==> src/rtl/fft_peak_detect.sv <==
// Streaming FFT post-processor: per-bin squared magnitude (2-stage pipeline)
// and per-frame peak-bin search on the registered magnitude stream.
module fft_peak_detect #(
    parameter int REAL_WIDTH  = 18,
    parameter int IMGN_WIDTH  = 18,
    parameter int TOTAL_STAGE = 8,
    parameter int SKIP_DC     = 1,
    parameter int MAG_WIDTH   = 2 * ((REAL_WIDTH > IMGN_WIDTH) ? REAL_WIDTH : IMGN_WIDTH)
) (
    input  logic                   clk_in,
    input  logic                   RST,
    input  logic [REAL_WIDTH-1:0]  iReal,
    input  logic [IMGN_WIDTH-1:0]  iImag,
    input  logic [TOTAL_STAGE-1:0] iaddr,
    input  logic                   ien,
    output logic [MAG_WIDTH-1:0]   mag_o,
    output logic [TOTAL_STAGE-1:0] mag_addr,
    output logic                   mag_en,
    output logic [TOTAL_STAGE-1:0] peak_bin,
    output logic [MAG_WIDTH-1:0]   peak_mag,
    output logic                   peak_valid,
    output logic                   frame_err
);

    localparam int PR_W = 2 * REAL_WIDTH;
    localparam int PI_W = 2 * IMGN_WIDTH;

    typedef enum logic {
        S_IDLE,
        S_ACCUM
    } state_t;

    logic signed [PR_W-1:0] re_ext;
    logic signed [PI_W-1:0] im_ext;
    logic signed [PR_W-1:0] re_sq_d, re_sq_q;
    logic signed [PI_W-1:0] im_sq_d, im_sq_q;
    logic [TOTAL_STAGE-1:0] addr1_q;
    logic                   en1_q;

    logic [MAG_WIDTH-1:0]   mag_d, mag_q;
    logic [TOTAL_STAGE-1:0] addr2_q;
    logic                   en2_q;

    state_t                 state_q;
    logic [TOTAL_STAGE-1:0] cnt_q;
    logic [MAG_WIDTH-1:0]   max_mag_q;
    logic [TOTAL_STAGE-1:0] max_bin_q;
    logic [TOTAL_STAGE-1:0] peak_bin_q;
    logic [MAG_WIDTH-1:0]   peak_mag_q;
    logic                   peak_valid_q;
    logic                   frame_err_q;

    logic                   is_bin0;
    logic                   cand_gt;
    logic                   last_smp;
    logic [MAG_WIDTH-1:0]   seed_mag;

    // Products are non-negative, so zero-extending them before the add is exact.
    always_comb begin
        re_ext  = PR_W'($signed(iReal));
        im_ext  = PI_W'($signed(iImag));
        re_sq_d = re_ext * re_ext;
        im_sq_d = im_ext * im_ext;
        mag_d   = MAG_WIDTH'($unsigned(re_sq_q)) + MAG_WIDTH'($unsigned(im_sq_q));
    end

    always_ff @(posedge clk_in or posedge RST) begin
        if (RST) begin
            re_sq_q <= '0;
            im_sq_q <= '0;
            addr1_q <= '0;
            en1_q   <= 1'b0;
            mag_q   <= '0;
            addr2_q <= '0;
            en2_q   <= 1'b0;
        end else begin
            re_sq_q <= re_sq_d;
            im_sq_q <= im_sq_d;
            addr1_q <= iaddr;
            en1_q   <= ien;
            mag_q   <= mag_d;
            addr2_q <= addr1_q;
            en2_q   <= en1_q;
        end
    end

    // cnt_q all-ones means this accepted sample is the N-th of the frame.
    always_comb begin
        is_bin0  = (addr2_q == '0);
        cand_gt  = (mag_q > max_mag_q);
        last_smp = (cnt_q == '1);
        seed_mag = (SKIP_DC != 0) ? '0 : mag_q;
    end

    always_ff @(posedge clk_in or posedge RST) begin
        if (RST) begin
            state_q      <= S_IDLE;
            cnt_q        <= '0;
            max_mag_q    <= '0;
            max_bin_q    <= '0;
            peak_bin_q   <= '0;
            peak_mag_q   <= '0;
            peak_valid_q <= 1'b0;
            frame_err_q  <= 1'b0;
        end else begin
            peak_valid_q <= 1'b0;
            frame_err_q  <= 1'b0;
            case (state_q)
                S_IDLE: begin
                    if (en2_q && is_bin0) begin
                        state_q   <= S_ACCUM;
                        cnt_q     <= TOTAL_STAGE'(1);
                        max_bin_q <= '0;
                        max_mag_q <= seed_mag;
                    end
                end
                S_ACCUM: begin
                    if (en2_q) begin
                        if (is_bin0) begin
                            frame_err_q <= 1'b1;
                            cnt_q       <= TOTAL_STAGE'(1);
                            max_bin_q   <= '0;
                            max_mag_q   <= seed_mag;
                        end else if (last_smp) begin
                            state_q      <= S_IDLE;
                            cnt_q        <= '0;
                            peak_valid_q <= 1'b1;
                            peak_bin_q   <= cand_gt ? addr2_q : max_bin_q;
                            peak_mag_q   <= cand_gt ? mag_q : max_mag_q;
                            max_bin_q    <= '0;
                            max_mag_q    <= '0;
                        end else begin
                            cnt_q <= cnt_q + TOTAL_STAGE'(1);
                            if (cand_gt) begin
                                max_bin_q <= addr2_q;
                                max_mag_q <= mag_q;
                            end
                        end
                    end
                end
                default: state_q <= S_IDLE;
            endcase
        end
    end

    assign mag_o      = mag_q;
    assign mag_addr   = addr2_q;
    assign mag_en     = en2_q;
    assign peak_bin   = peak_bin_q;
    assign peak_mag   = peak_mag_q;
    assign peak_valid = peak_valid_q;
    assign frame_err  = frame_err_q;

endmodule

==> config.mk <==
export PLATFORM = sky130hd
export DESIGN_NAME = fft_peak_detect
export DESIGN_NICKNAME = d
export VERILOG_FILES = /design/src/rtl/fft_peak_detect.sv
export SDC_FILE = /design/constraint.sdc
export NUM_CORES = 2
export LEC_CHECK = 0
export CAP_MARGIN = 20
export CORE_AREA = 4 4 408 209
export CTS_CLUSTER_SIZE = 20
export DETAILED_ROUTE_END_ITERATION = 7
export DIE_AREA = 0 0 412 213
export PLACE_DENSITY = 0.62
export SLEW_MARGIN = 15
export SYNTH_ARGS = -nofsm -noshare
export SYNTH_HDL_FRONTEND = slang
export SYNTH_SLANG_ARGS = --single-unit
==> constraint.sdc <==
create_clock -name clk_in -period 13.51 [get_ports clk_in]
set_input_delay 2.0265 -clock clk_in [delete_from_list [all_inputs] [get_ports clk_in]]
set_output_delay 2.0265 -clock clk_in [all_outputs]
set_load 0.01 [all_outputs]
* Yosys cells after proc, flatten, opt, wreduce, memory -nomap -nowiden *
Cells that the tools add are included.

word-level totals
  word-level logic and storage cells = 58
  input port bits = 47
  flip-flop bits (word level) = 225
  output and inout port bits = 91

operators by class
  reductions and logical operators = 4
  multipliers = 2
  equal/unequal tests = 3
  multiplexer cells = 29
  $lt $le $gt $ge = 1
  add/sub/neg operators = 2
  bitwise operators = 2

operator list
  operator                                                       count
  36-bit two-way mux                                             5
  18-bit by 18-bit multiplier with 36-bit output                 2
  8-bit two-way mux                                              9
  36-bit one-hot mux with 2 select lines                         1
  36-bit adder                                                   1
  36-bit > comparator                                            1
  8-bit one-hot mux with 2 select lines                          2
  1-bit two-way mux                                              11
  8-bit by 1-bit adder with 8-bit output, second input constant  1
  8-bit equality test, second input constant                     1
  8-bit logical NOT                                              1
  2-bit != test, second input constant                           2
  4-bit AND reduction                                            1
  1-bit inverter                                                 2
  1-bit one-hot mux with 2 select lines                          1
  2-bit AND reduction                                            1
  1-bit logical AND                                              1

* Longest topological paths before layout *
  word-level depth = 6
  depth in mapped cells = 26
  mapped depth without buffers = 23

* Least setup slack after synthesis *
Ideal clock, no wire load.

  path type = in2reg
  start point = in iReal[8]
  end point = reg re_sq_q[32]
  stages = 20
  data required time = 13,384 ps
  path buffers = 2
  data arrival time = 7,675 ps
  library setup time = 126 ps
  path slack = 5,708 ps
  cells stage by stage = clkbuf_1 -> clkbuf_1 -> nand2_1 -> fa_1 -> inv_1 -> fa_1 -> fa_1 -> fa_1 -> fa_1 -> inv_1 -> fa_1 -> inv_1 -> ha_1 -> a21oi_1 -> o21ai_0 -> a221oi_1 -> o22ai_2 -> o21a_1 -> a41o_1 -> a311o_1

between the ends
  word-level cells in the longest chain between the ends = 1

RTL lines
  item                                            line  text
  start: declaration                              12    input logic [REAL_WIDTH-1:0] iReal,
  18-bit by 18-bit multiplier with 36-bit output  62    re_sq_d = re_ext * re_ext;
  via re_sq_d[32]                                 35    logic signed [PR_W-1:0] re_sq_d, re_sq_q;
  end signal: assignment                          77    re_sq_q <= re_sq_d;
  end: declaration                                35

The timed path passes the listed nets, and every way through them passes these cells.
A chain may end at the register's enable or synchronous reset.

* Worst setup path in the final report *
  start point = in iImag[16]
  end point = reg im_sq_q[34]

between the ends
  word-level cells in the longest chain between the ends = 1

RTL lines
  item                                            line  text
  start: declaration                              13    input logic [IMGN_WIDTH-1:0] iImag,
  18-bit by 18-bit multiplier with 36-bit output  63    im_sq_d = im_ext * im_ext;
  via im_sq_d[34]                                 36    logic signed [PI_W-1:0] im_sq_d, im_sq_q;
  end signal: assignment                          78    im_sq_q <= im_sq_d;
  end: declaration                                36

The timed path passes the listed nets, and every way through them passes these cells.

==> flow_metrics.env <==
export IMPL_status="complete, no violations"
export IMPL_cts_inserted_buffers=23
export IMPL_fp_coreArea_um2=81200
export IMPL_cp_end_kind="flop"
export IMPL_final_nets=4377
export IMPL_r2r_setup_slack_ns=9.70
export IMPL_die_area_um2=87800
export IMPL_period_share_pct=65.5
export IMPL_cp_slowest_cell="clkdlybuf4s50_1"
export IMPL_rsz0062_at_grt="false"
export IMPL_hp_start="addr1_q[0]"
export IMPL_synth_top_cell_by_area="fa_1"
export IMPL_dr_first_iter_drc_count=1265
export IMPL_synth_edf_count=0
export IMPL_syn_num_nets=4316
export IMPL_clkLatencyLatePin_ns=0.54
export IMPL_gp_congestion=0.860
export IMPL_ioPinCount=138
export IMPL_synth_simple_area_share_pct=10.7
export IMPL_wirelength_um=74100
export IMPL_reg2reg_from="im_sq_q[20]"
export IMPL_antenna_found_initial=0
export IMPL_synth_cell_types=71
export IMPL_crit_arrival_ns=9.22
export IMPL_grt_pass1_wl_um=124000
export IMPL_grt_use_total_pct=17.3
export IMPL_fin_skew_ns=0.0232
export IMPL_row_count=74
export IMPL_dp_hpwl_um=59900
export IMPL_ys_seq_elements=223
export IMPL_crit_path_start_kind="input port"
export IMPL_drv_cap=0
export IMPL_postCtsSetupRepairBufs=0
export IMPL_place_inst=4535
export IMPL_hold_class="reg2reg"
export IMPL_stdcell_count=4581
export IMPL_drive_above_1_share_pct=2.70
export IMPL_hold_buffers=0
export IMPL_max_clock_path_buffers=3
export IMPL_dr_pass1_iters=5
export IMPL_finalHoldViolCount=0
export IMPL_die_h_um=213
export IMPL_cts_resized=0
export IMPL_avgRoutedWirePerCell_um=16.2
export IMPL_synth_seq_area_share_pct=17.2
export IMPL_yosys_warnings=0
export IMPL_worst_pin_slew_ns=1.11
export IMPL_area_growth_syn_to_layout_pct=9.95
export IMPL_synth_top_family_by_area="adder cells"
export IMPL_fin_tns_setup_ns=0
export IMPL_maxSlewHeadroom_pct=25.7
export IMPL_clkTransAtPathRegs_ns=0.06
export IMPL_synth_adder_area_share_pct=47.2
export IMPL_synth_xor_area_share_pct=3.24
export IMPL_grt_ovfl_total=0
export IMPL_drtAntennaViolNets=0
export IMPL_fin_crit_ns=8.85
export IMPL_num_vias=23163
export IMPL_cp_required_ns=13.89
export IMPL_cts_root_buf="clkbuf_16"
export IMPL_setup_viol=0
export IMPL_fin_hold_ws_ns=0.349
export IMPL_worstSetupStartpoint="iImag[16]"
export IMPL_avgSynthCellArea_um2=9.54
export IMPL_drv_slew=0
export IMPL_grt_pass1_vias=24687
export IMPL_fillers=7809
export IMPL_synthMuxAreaShare_pct=0.154
export IMPL_cts_tree="built"
export IMPL_remaining_drc_errors=0
export IMPL_synthFlopType="dfrtp_1"
export IMPL_synth_area_leaders="fa_1, dfrtp_1, ha_1"
export IMPL_htreeDepth=1
export IMPL_crit_path_max_fanout=24
export IMPL_grt_max_degree=141
export IMPL_synthCells=3398
export IMPL_cts_sinks=223
export IMPL_fmax_mhz=113
export IMPL_synth_top_area_share_pct=36.2
export IMPL_utilization_pct=43.9
export IMPL_syn_area_um2=32400
export IMPL_initial_core_util_pct=39.9
export IMPL_synth_compound_area_share_pct=9.77
export IMPL_path_cells="clkdlybuf4s50_1, and2_1, fa_1, inv_1, fa_1, fa_1, inv_1, fa_1, fa_1, inv_1, fa_1, inv_1, ha_1, nand3_1, or2_0, a2111oi_1, o21bai_1, a221oi_2, a21oi_2, or4b_1, o211ai_1"
export IMPL_worstSetupPathType="in2reg"
export IMPL_async_flop_share_pct=100
export IMPL_avgViaCountPerCell=5.06
export IMPL_die_w_um=412
export IMPL_portBuffers=137
export IMPL_cp_common_cell="fa_1"
export IMPL_cpPeakStageDelay_ns=0.96
metal layers:
| metal | vias up | wire (µm) | global-route usage [%] |
|---|---|---|---|
| li1 | 10633 | - | - |
| met1 | 11933 | 31700 | 22.8 |
| met2 | 473 | 37300 | 30.5 |
| met3 | 124 | 3230 | 2.24 |
| met4 | 0 | 1910 | 4.45 |
| met5 | - | 0 | 0 |
worst paths after layout:
| check | end | depth (start not counted) |
|---|---|---|
| max | im_sq_q[34] | 21 |
| min in group asynchronous | peak_mag[30] | 2 |
| max in group asynchronous | im_sq_q[31] | 3 |
| max reg2reg | mag_o[35] | 9 |
| min reg2reg | mag_addr[0] | 0 |
| min | mag_addr[0] | 0 |
cell usage in the layout, fill, tap and decap left out, types with 18 or more instances in the layout:
| master | netlist | routed |
|---|---|---|
| nand3b_1 | 46 | 46 |
| a21o_1 | 42 | 42 |
| clkbuf_16 | 0 | 23 |
| and2_1 | 83 | 82 |
| nand2_1 | 275 | 275 |
| nor2_1 | 149 | 148 |
| fa_1 | 587 | 587 |
| nand3_1 | 70 | 70 |
| a31oi_1 | 58 | 58 |
| a2bb2oi_1 | 45 | 45 |
| and3_1 | 19 | 19 |
| a21oi_1 | 69 | 69 |
| buf_4 | 0 | 18 |
| dfrtp_1 | 223 | 223 |
| o21ai_0 | 103 | 103 |
| inv_1 | 864 | 863 |
| ha_1 | 284 | 284 |
| o31ai_1 | 36 | 36 |
| xnor2_1 | 94 | 94 |
| xor2_1 | 26 | 26 |
| clkdlybuf4s50_1 | 0 | 137 |
stage by stage:
stage	cell area, µm²	setup WS [ns]
3_5_place_dp	34800	4.13
3_3_place_gp	34800	4.38
6_report	35700	4.66
5_1_grt	35600	4.29
2_1_floorplan	32400	5.38
4_1_cts	35600	4.68
sequential cells by signal, summed over array words and instances, names as in the netlist:
| name | cells |
|---|---|
| max_mag_q | 36 |
| peak_bin | 8 |
| mag_addr | 8 |
| mag_en | 1 |
| re_sq_q | 35 |
| peak_mag | 36 |
| addr1_q | 8 |
| cnt_q | 8 |
| mag_o | 36 |
| frame_err | 1 |
| peak_valid | 1 |
| en1_q | 1 |
| im_sq_q | 35 |
| state_q | 1 |
| max_bin_q | 8 |
final cells by class:
class | count | area, µm² | area share (%)
Multi-Input combinational cell | 2189 | 23100 | 64.8
Sequential cell | 223 | 5580 | 15.7
Inverter | 864 | 3250 | 9.12
Timing Repair Buffer | 158 | 1560 | 4.37
Tap cell | 1102 | 1380 | 3.87
Clock buffer | 35 | 681 | 1.91
Clock inverter | 7 | 106 | 0.298
Antenna cell | 3 | 7.51 | 0.0211
worst max-delay path, delay by kind of cell:
family                     cells  cell delay, ns
adders and majority gates      7            3.39
buffers and inverters          5            1.16
AOI/OAI and AO/OA              5            1.47
and+or+nand+nor                4            1.18
Yosys cell counts, drive strengths merged (7+ instances only):
cell     count
o21bai       8
a21o        42
a31o         8
a31oi       58
and2        83
nor2b       16
inv        864
nand3       70
nand4       11
ha         284
clkbuf      93
a211oi      14
fa         587
xnor2       94
nor2       150
a2bb2oi     45
o211ai      12
o21a        14
or2          7
a21oi       72
and3        19
buf         29
o31ai       39
nand2b      13
nand2      275
dfrtp      223
xor2        26
nand3b      46
nor3        17
o21ai      107
cells by family after synthesis:
logic type,Yosys count
AND/OR/NAND/NOR,730
buffers and inverters,986
multiplexers,5
adder cells (fa/ha/maj),871
flip-flops,223
XOR/XNOR,120
AO/OA/AOI/OAI,463
Power is not shown: default switching activity piles up to over one toggle a cycle in this logic, so the estimate is an artifact.
